--- config.mk ---
export PLATFORM = sky130hd
export DESIGN_NAME = rd_ctrl_sync
export DESIGN_NICKNAME = d
export VERILOG_FILES = /design/src/rtl/fifo_pkg.sv /design/src/rtl/gray_ptr_sync.sv /design/src/rtl/rd_ctrl_sync.sv
export SDC_FILE = /design/constraint.sdc
export NUM_CORES = 1
export LEC_CHECK = 0
export CAP_MARGIN = 30
export CORE_ASPECT_RATIO = 0.8
export CORE_MARGIN = 4
export CORE_UTILIZATION = 35
export DETAILED_ROUTE_END_ITERATION = 7
export HOLD_SLACK_MARGIN = 0.06
export PLACE_DENSITY = 0.62
export SYNTH_ARGS = -nofsm -noshare
export SYNTH_HDL_FRONTEND = slang
export SYNTH_SLANG_ARGS = --single-unit
--- constraint.sdc ---
create_clock -name rd_clk -period 3.4 [get_ports rd_clk]
set_input_delay 0.68 -clock rd_clk [delete_from_list [all_inputs] [get_ports rd_clk]]
set_output_delay 0.68 -clock rd_clk [all_outputs]
set_load 0.1 [all_outputs]
--- src/rtl/fifo_pkg.sv ---
`default_nettype none
// +--------------------------------------------------------------------+
// | fifo_pkg : pointer helpers shared by the async FIFO controllers    |
// | Rev 1.0                                                            |
// +--------------------------------------------------------------------+
package fifo_pkg;

    localparam int FIFO_ADDR_WIDTH = 4;
    localparam int PTR_WIDTH       = FIFO_ADDR_WIDTH + 1;
    localparam int CODE_WIDTH      = 32;

    function automatic logic [CODE_WIDTH-1:0] bin2gray(input logic [CODE_WIDTH-1:0] b);
        return b ^ (b >> 1);
    endfunction

    // Callers zero-extend, so the unused upper bits collapse to zero.
    function automatic logic [CODE_WIDTH-1:0] gray2bin(input logic [CODE_WIDTH-1:0] g);
        logic [CODE_WIDTH-1:0] b;
        b[CODE_WIDTH-1] = g[CODE_WIDTH-1];
        for (int i = CODE_WIDTH - 2; i >= 0; i--) begin
            b[i] = b[i+1] ^ g[i];
        end
        return b;
    endfunction

endpackage
`default_nettype wire

--- src/rtl/gray_ptr_sync.sv ---
`default_nettype none
// +--------------------------------------------------------------------+
// | gray_ptr_sync : STAGES-deep flop chain for a Gray pointer crossing |
// | Rev 1.0                                                            |
// +--------------------------------------------------------------------+
module gray_ptr_sync #(
    parameter int WIDTH  = 5,
    parameter int STAGES = 2
) (
    input  logic             clk,
    input  logic             rst_n,
    input  logic [WIDTH-1:0] d,
    output logic [WIDTH-1:0] q
);

    logic [WIDTH-1:0] chain [STAGES];

    for (genvar s = 0; s < STAGES; s++) begin : g_stage
        if (s == 0) begin : g_first
            always_ff @(posedge clk) begin
                if (!rst_n) chain[s] <= '0;
                else        chain[s] <= d;
            end
        end else begin : g_next
            always_ff @(posedge clk) begin
                if (!rst_n) chain[s] <= '0;
                else        chain[s] <= chain[s-1];
            end
        end
    end

    assign q = chain[STAGES-1];

endmodule
`default_nettype wire

--- src/rtl/rd_ctrl_sync.sv ---
`default_nettype none
// +--------------------------------------------------------------------+
// | rd_ctrl_sync : async FIFO read-side controller (pointer, flags,    |
// |                RAM read port). RD_CTRL_FWFT_EN selects FWFT mode.  |
// | Rev 1.0                                                            |
// +--------------------------------------------------------------------+
module rd_ctrl_sync
    import fifo_pkg::*;
#(
    parameter int ADDR_WIDTH  = FIFO_ADDR_WIDTH,
    parameter int DATA_WIDTH  = 8,
    parameter int SYNC_STAGES = 2,
    parameter int AE_THRESH   = 2
) (
    input  logic                  rd_clk,
    input  logic                  rst_n,
    input  logic [ADDR_WIDTH:0]   wr_ptr_gray,
    input  logic                  rd_en,
    output logic                  ram_ren,
    output logic [ADDR_WIDTH-1:0] ram_raddr,
    input  logic [DATA_WIDTH-1:0] ram_rdata,
    output logic [DATA_WIDTH-1:0] rd_data,
    output logic                  rd_valid,
    output logic [ADDR_WIDTH:0]   rd_ptr_gray,
    output logic                  empty,
    output logic                  almost_empty,
    output logic [ADDR_WIDTH:0]   rd_level,
    output logic                  underflow
);

    localparam int            PW       = ADDR_WIDTH + 1;
    localparam logic [PW-1:0] AE_LEVEL = PW'(AE_THRESH);

    logic [PW-1:0] rbin;
    logic [PW-1:0] rbin_next;
    logic [PW-1:0] rgray_next;
    logic [PW-1:0] wq_gray;
    logic [PW-1:0] wq_bin;
    logic [PW-1:0] level_next;
    logic          ren;
    logic          underflow_next;

    gray_ptr_sync #(
        .WIDTH  (PW),
        .STAGES (SYNC_STAGES)
    ) u_wptr_sync (
        .clk   (rd_clk),
        .rst_n (rst_n),
        .d     (wr_ptr_gray),
        .q     (wq_gray)
    );

    assign rbin_next  = rbin + PW'(ren);
    assign rgray_next = PW'(bin2gray(CODE_WIDTH'(rbin_next)));
    assign wq_bin     = PW'(gray2bin(CODE_WIDTH'(wq_gray)));
    assign level_next = wq_bin - rbin_next;
    assign ram_ren    = ren;
    assign ram_raddr  = rbin[ADDR_WIDTH-1:0];

    // Flags are registered from next-state values so a read and a pointer
    // arrival in the same cycle are both reflected on the following edge.
    always_ff @(posedge rd_clk) begin
        if (!rst_n) begin
            rbin         <= '0;
            rd_ptr_gray  <= '0;
            empty        <= 1'b1;
            almost_empty <= 1'b1;
            rd_level     <= '0;
            underflow    <= 1'b0;
        end else begin
            rbin         <= rbin_next;
            rd_ptr_gray  <= rgray_next;
            empty        <= (rgray_next == wq_gray);
            almost_empty <= (level_next <= AE_LEVEL);
            rd_level     <= level_next;
            underflow    <= underflow_next;
        end
    end

`ifdef RD_CTRL_FWFT_EN
    logic [DATA_WIDTH-1:0] out_data;
    logic [DATA_WIDTH-1:0] skid_data;
    logic                  out_valid;
    logic                  skid_valid;
    logic                  inflight;
    logic                  pop;
    logic [1:0]            occ_after_pop;

    // Buffer occupancy never exceeds 2, so two bits hold it.
    assign pop            = rd_en & out_valid;
    assign occ_after_pop  = 2'(out_valid) + 2'(skid_valid) + 2'(inflight) - 2'(pop);
    assign ren            = rst_n & ~empty & (occ_after_pop < 2'd2);
    assign underflow_next = rd_en & ~out_valid;
    assign rd_data        = out_data;
    assign rd_valid       = out_valid;

    always_ff @(posedge rd_clk) begin
        if (!rst_n) begin
            out_valid  <= 1'b0;
            skid_valid <= 1'b0;
            inflight   <= 1'b0;
        end else begin
            inflight <= ren;
            if (pop) begin
                if (skid_valid) begin
                    out_data   <= skid_data;
                    skid_valid <= inflight;
                    if (inflight) skid_data <= ram_rdata;
                end else begin
                    out_valid <= inflight;
                    if (inflight) out_data <= ram_rdata;
                end
            end else if (inflight) begin
                if (!out_valid) begin
                    out_valid <= 1'b1;
                    out_data  <= ram_rdata;
                end else begin
                    skid_valid <= 1'b1;
                    skid_data  <= ram_rdata;
                end
            end
        end
    end
`else
    logic valid_q;

    assign ren            = rst_n & rd_en & ~empty;
    assign underflow_next = rd_en & empty;
    assign rd_data        = ram_rdata;
    assign rd_valid       = valid_q;

    always_ff @(posedge rd_clk) begin
        if (!rst_n) valid_q <= 1'b0;
        else        valid_q <= ren;
    end
`endif

endmodule
`default_nettype wire

== After elaboration in Yosys (flattened, before gate mapping) ==
Memory sizes are Yosys's and may differ from the RTL's.
Index checks and enable logic that the tools add are counted.
Word-level totals
  output and inout bits: 27
  memories: 1
  memory bits (writable): 10
  bits in registers: 19
  input bits: 16
Operators by class
  muxes and demuxes: 4
  magnitude comparators: 1
  equality and inequality tests: 1
  add/subtract/negate cells: 2
  bitwise operators: 11
Memory list
  u_wptr_sync.chain: words 2, width 5, read ports 2, clocked after Yosys merged registers in 0, write ports 2, line gray_ptr_sync.sv:16  | logic [WIDTH-1:0] chain [STAGES];
Operator list (number)
  $mux W5: 2
  $add A5 B1 Y5: 1
  $eq A5 B5 Y1: 1
  $le A5 B2 Y1 const B: 1
  $sub A5 B5 Y5: 1
  $xor A5 B4 Y5: 1
  $xor A1 B1 Y1: 4
  $and A1 B1 Y1: 3
  $mux W1: 2
  $or A1 B1 Y1: 2
  $not A1 Y1: 1

== Logic depth before layout (Yosys ltp) ==
  depth in word-level cells: 6
  depth in mapped cells: 14
  gate-level depth less buffers: 13

== Cells and area by module ==
A second synthesis with hierarchy kept.
Second synthesis, totals
  cells, all modules: 123
  area total of the unflattened synthesis: 1311.3 µm²
By module, submodules not included
  rd_ctrl_sync: seq. area each 360.3 µm², cells an instance 103, times used 1, area an instance 1048.5 µm²
  gray_ptr_sync: seq. area each 200.2 µm², cells an instance 20, times used 1, area an instance 262.8 µm²

== Worst setup path after synthesis ==
Ideal clock, no wire load.
  path type: input to register
  start point: in rst_n
  end point: reg almost_empty
  stages: 13
  setup slack: -1156 ps
  data arrival time: 4460 ps
  path buffers: 1
  library setup time: 96 ps
  path through: clkbuf_1 > nand2_1 > nor2_1 > ha_1 > ha_1 > xnor2_1 > xnor2_1 > ha_1 > a211o_1 > a41o_1 > a21oi_2 > xnor2_1 > o41ai_2
On the way
  longest elaborated chain between the ends: 5
RTL lines
  from (decl): line rd_ctrl_sync.sv:16  | input logic rst_n,
  $and A1 B1 Y1 (2 in a row): line rd_ctrl_sync.sv:127  | assign ren = rst_n & rd_en & ~empty;
  via ram_ren: line rd_ctrl_sync.sv:19  | output logic ram_ren,
  $add A5 B1 Y5: line rd_ctrl_sync.sv:53  | assign rbin_next = rbin + PW'(ren);
  $sub A5 B5 Y5: line rd_ctrl_sync.sv:56  | assign level_next = wq_bin - rbin_next;
  $le A5 B2 Y1: line rd_ctrl_sync.sv:74  | almost_empty <= (level_next <= AE_LEVEL);
  to (signal assigned): line rd_ctrl_sync.sv:74
  to (decl): line rd_ctrl_sync.sv:26  | output logic almost_empty,
The timed path passes the listed nets, and every way through them passes these cells.
A chain may end at the register's enable or synchronous reset.

== Worst setup path in the final report ==
  start point: in rst_n
  end point: reg rd_level[4]
On the way
  longest elaborated chain between the ends: 4
RTL lines
  $and A1 B1 Y1 (2 in a row): line rd_ctrl_sync.sv:127
  $add A5 B1 Y5: line rd_ctrl_sync.sv:53
  $sub A5 B5 Y5: line rd_ctrl_sync.sv:56
  to (signal assigned): line rd_ctrl_sync.sv:75  | rd_level <= level_next;
  to (decl): line rd_ctrl_sync.sv:27  | output logic [ADDR_WIDTH:0] rd_level,
Several ways; a longest one is shown, not always the timed one.

==> impl_metrics.py <==
metrics = {
    "run_status": {
        "status": "finished, final reports clean",
    },
    "timing": {
        "skew_ps": 0.8848,
        "finalCritPeriodShare": 0.9366,
        "slew_headroom": 0.3554,
        "hold_violations": 0,
        "rsz0062_at_grt": "no",
        "final_max_slew_viol_count": 0,
        "setup_viol": 0,
        "tightest_slew_ps": 963.9,
        "tns_ps": 0,
        "timing.fmax_mhz": 314.0,
        "fin_ws_ps": 215.7,
        "finalCriticalPeriod_ps": 3184,
    },
    "job": {
        "maxCapViolations": 0,
    },
    "setup_path": {
        "crit_path_end_kind": "flip-flop",
        "path_max_fanout": 4,
        "worstReg2RegEnd": "rd_level[4]",
        "crit_path_end": "rd_level[4]",
        "critPathArrivalTime_ps": 3400,
        "ff2ff_path_depth": 12,
        "timing.rr.start": "u_wptr_sync.chain[1][4]",
        "critPathKind": "in2reg",
        "cp.required_ps": 3620,
        "cp-start-kind": "primary input",
        "crit_start": "rst_n",
        "reg2reg_slack_ps": 650,
    },
    "layout": {
        "fin_util": 0.4676,
        "stdcell_count": 188,
        "layout-drive-gt1-share": 0.2260,
        "fin_nets": 171,
        "design_area_sq_mm": 0.001623,
        "antenna_cells": 0,
        "area_growth_pct": 27.41,
    },
    "yosys": {
        "syn_area_sq_mm": 0.001274,
        "synth.area.top_cells": "dfxtp_1 44%, and2_1 10%, ha_1 6.9%, xor2_1 6.9%, xnor2_1 6.2%",
        "synthFlopType": "dfxtp_1",
        "synth_edf_count": 0,
        "yosys.area_share.adder": 0.06876,
        "synth_top_area_frac": 0.4401,
        "synth_compound_area_frac": 0.06483,
        "post-synth-top-area-cell": "dfxtp_1",
        "synth_cell_types": 27,
        "yosys.area_share.simple": 0.2073,
        "synth_fp_nets": 146,
        "synth_seq_cells": 28,
        "yosysWarnings": 0,
        "synth.area.mux_share": 0.007859,
        "synth_xor_xnor_area_share": 0.1493,
        "synth_top_family_by_area": "simple AND/OR/NAND/NOR gates",
        "postSynthCellCount": 123,
        "syn_avg_cell_area_sq_um": 10.36,
        "async_flop_share": 0,
        "ys_seq_area_frac": 0.4401,
    },
    "clock_tree": {
        "cts.reportedPaths.clkPinSlew_ps": 90,
        "cts-buffers-inserted": 3,
        "cts_tree": "built",
        "cts-resized-gates": 0,
        "postCtsSetupBuffers": 0,
        "cts_max_level": 1,
        "clk_path_buf_depth": 2,
        "cts-root-buf": "clkbuf_8",
        "cts_sinks": 28,
        "clock_latency_ps": 270,
        "cts_hold_buf": 0,
    },
    "route": {
        "drt_iter0_drc": 24,
        "vias": 860,
        "wl_per_cell_um": 12.37,
        "wl_mm": 2.326,
        "ant_nets": 0,
        "drt-pass1-iter-count": 5,
        "drc": 0,
        "detail_route.vias_per_cell": 4.574,
    },
    "place": {
        "hpwl_mm": 1.765,
        "place_area_sq_mm": 0.001582,
        "portBuffers": 26,
        "gp_congestion": 0.8527,
        "dp_cells": 185,
        "pre_cts_slack_ps": -42.81,
    },
    "pwr": {
        "pwr-share-clk": 0.220,
        "seqPwrFrac": 0.457,
        "switching_share": 0.3555,
        "p_per_area_mw_per_mm2": 485.3,
        "p_leak_nw": 0.7048,
        "power_switching_mw": 0.2800,
        "combinationalPowerShare": 0.323,
        "ir_worst_vdd_mv": 0.3905,
        "p_int_mw": 0.5076,
    },
    "grt": {
        "grt_pass1_wl_mm": 3.581,
        "grt_pass1_vias": 807,
        "antenna_found_initial": 0,
        "grt_use_total": 0.1027,
        "grt-ovfl-total": 0,
        "grt_max_degree": 28,
    },
    "floorplanning": {
        "die-area_sq_mm": 0.004674,
        "die_y_um": 61.96,
        "initial_utilization": 0.3670,
        "die_x_um": 75.45,
        "core_area_sq_mm": 0.003471,
        "io_pins": 43,
        "num_rows": 19,
    },
    "min_path": {
        "hold_path.class": "reg2reg",
    },
}
cells by family (layout without fill, tap and decap cells):
family	Yosys count	after routing
flops	28	28
fa+ha+maj	7	7
mux	1	1
compound gates	10	10
xor+xnor	20	20
buf+inv	13	36
simple gates	44	44
metal layers:
metal | global-route usage | vias to the layer above | share of wire
li1 | - | 435 | -
met1 | 0.1318 | 391 | 0.48
met2 | 0.1611 | 32 | 0.40
met3 | 0.04502 | 2 | 0.11
met4 | 0.02244 | 0 | 0.0060
met5 | 0 | - | 0
sequential cells by signal, summed over array words and instances, names as in the netlist:
signal and count:
underflow 1, u_wptr_sync.chain 10, rbin 4, rd_valid 1, empty 1, rd_ptr_gray 5
rd_level 5, almost_empty 1
cells in the mapped netlist, types with 2 or more instances:
cell type  count
dfxtp_1       28
and2_1        21
xor2_1        10
xnor2_1        9
buf_4          8
ha_1           7
nor2b_1        7
inv_1          3
nand3_1        3
nor2_1         3
nor3b_1        3
or2_2          3
a21oi_1        2
clkbuf_1       2
nand2_1        2
worst min-delay path by stage:
stage	startpoint	end	cells past startpoint
after floorplan	u_wptr_sync.chain[0][0]	u_wptr_sync.chain[1][0]	1
after global placement	u_wptr_sync.chain[0][0]	u_wptr_sync.chain[1][0]	1
after detailed placement	u_wptr_sync.chain[0][4]	u_wptr_sync.chain[1][4]	1
after CTS	u_wptr_sync.chain[0][1]	u_wptr_sync.chain[1][1]	1
after global routing	u_wptr_sync.chain[0][2]	u_wptr_sync.chain[1][2]	1
final	u_wptr_sync.chain[0][1]	u_wptr_sync.chain[1][1]	1
power groups by stage:
| stage | Combinational (mW) | Clock, mW | Sequential, mW |
|---|---|---|---|
| after floorplan | 0.129 | 0 | 0.483 |
| after global placement | 0.254 | 0 | 0.368 |
| after detailed placement | 0.256 | 0 | 0.367 |
| after CTS | 0.257 | 0.183 | 0.360 |
| after global routing | 0.269 | 0.193 | 0.362 |
| final | 0.255 | 0.173 | 0.360 |
cells in the final DEF (no fill, tap or decap), types with 2 or more instances in the layout:
| cell | count |
|---|---|
| and2_1 | 21 |
| clkdlybuf4s50_1 | 14 |
| a21oi_1 | 2 |
| inv_1 | 3 |
| or2_2 | 3 |
| nand3_1 | 3 |
| xor2_1 | 10 |
| dfxtp_1 | 28 |
| clkbuf_8 | 3 |
| ha_1 | 4 |
| nor2b_1 | 7 |
| xnor2_1 | 8 |
| ha_2 | 2 |
| nor2_1 | 2 |
| buf_4 | 15 |
| nor3b_2 | 2 |
area by class of cell:
cell class | count | area (sq um)
Fill cell | 326 | 1848
Sequential cell | 28 | 560.5
Multi-Input combinational cell | 82 | 684.4
Tap cell | 42 | 52.55
Timing Repair Buffer | 30 | 272.8
Clock buffer | 3 | 41.29
Inverter | 3 | 11.26
critical path, stage by stage:
cell             delay (ps)
clkdlybuf4s50_1         550
nand2_4                  80
nor2_4                  110
ha_2                    200
ha_4                    220
xnor2_2                 150
xnor2_1                 250
ha_2                    270
nor3b_2                  60
o21ai_1                 200
a41o_1                  210
a21oi_2                  50
xnor2_1                 220
and2_1                  160
metrics by stage:
step | total power [mW] | hold WS, ps
6_report | 0.7875 | 440.2
4_1_cts | 0.8002 | 444.5
5_1_grt | 0.8232 | 460.6
3_3_place_gp | 0.6212 | 417.6
3_5_place_dp | 0.6232 | 419.2
2_1_floorplan | 0.6120 | 411.9
No activity file was read; power rests on OpenSTA's default activity.
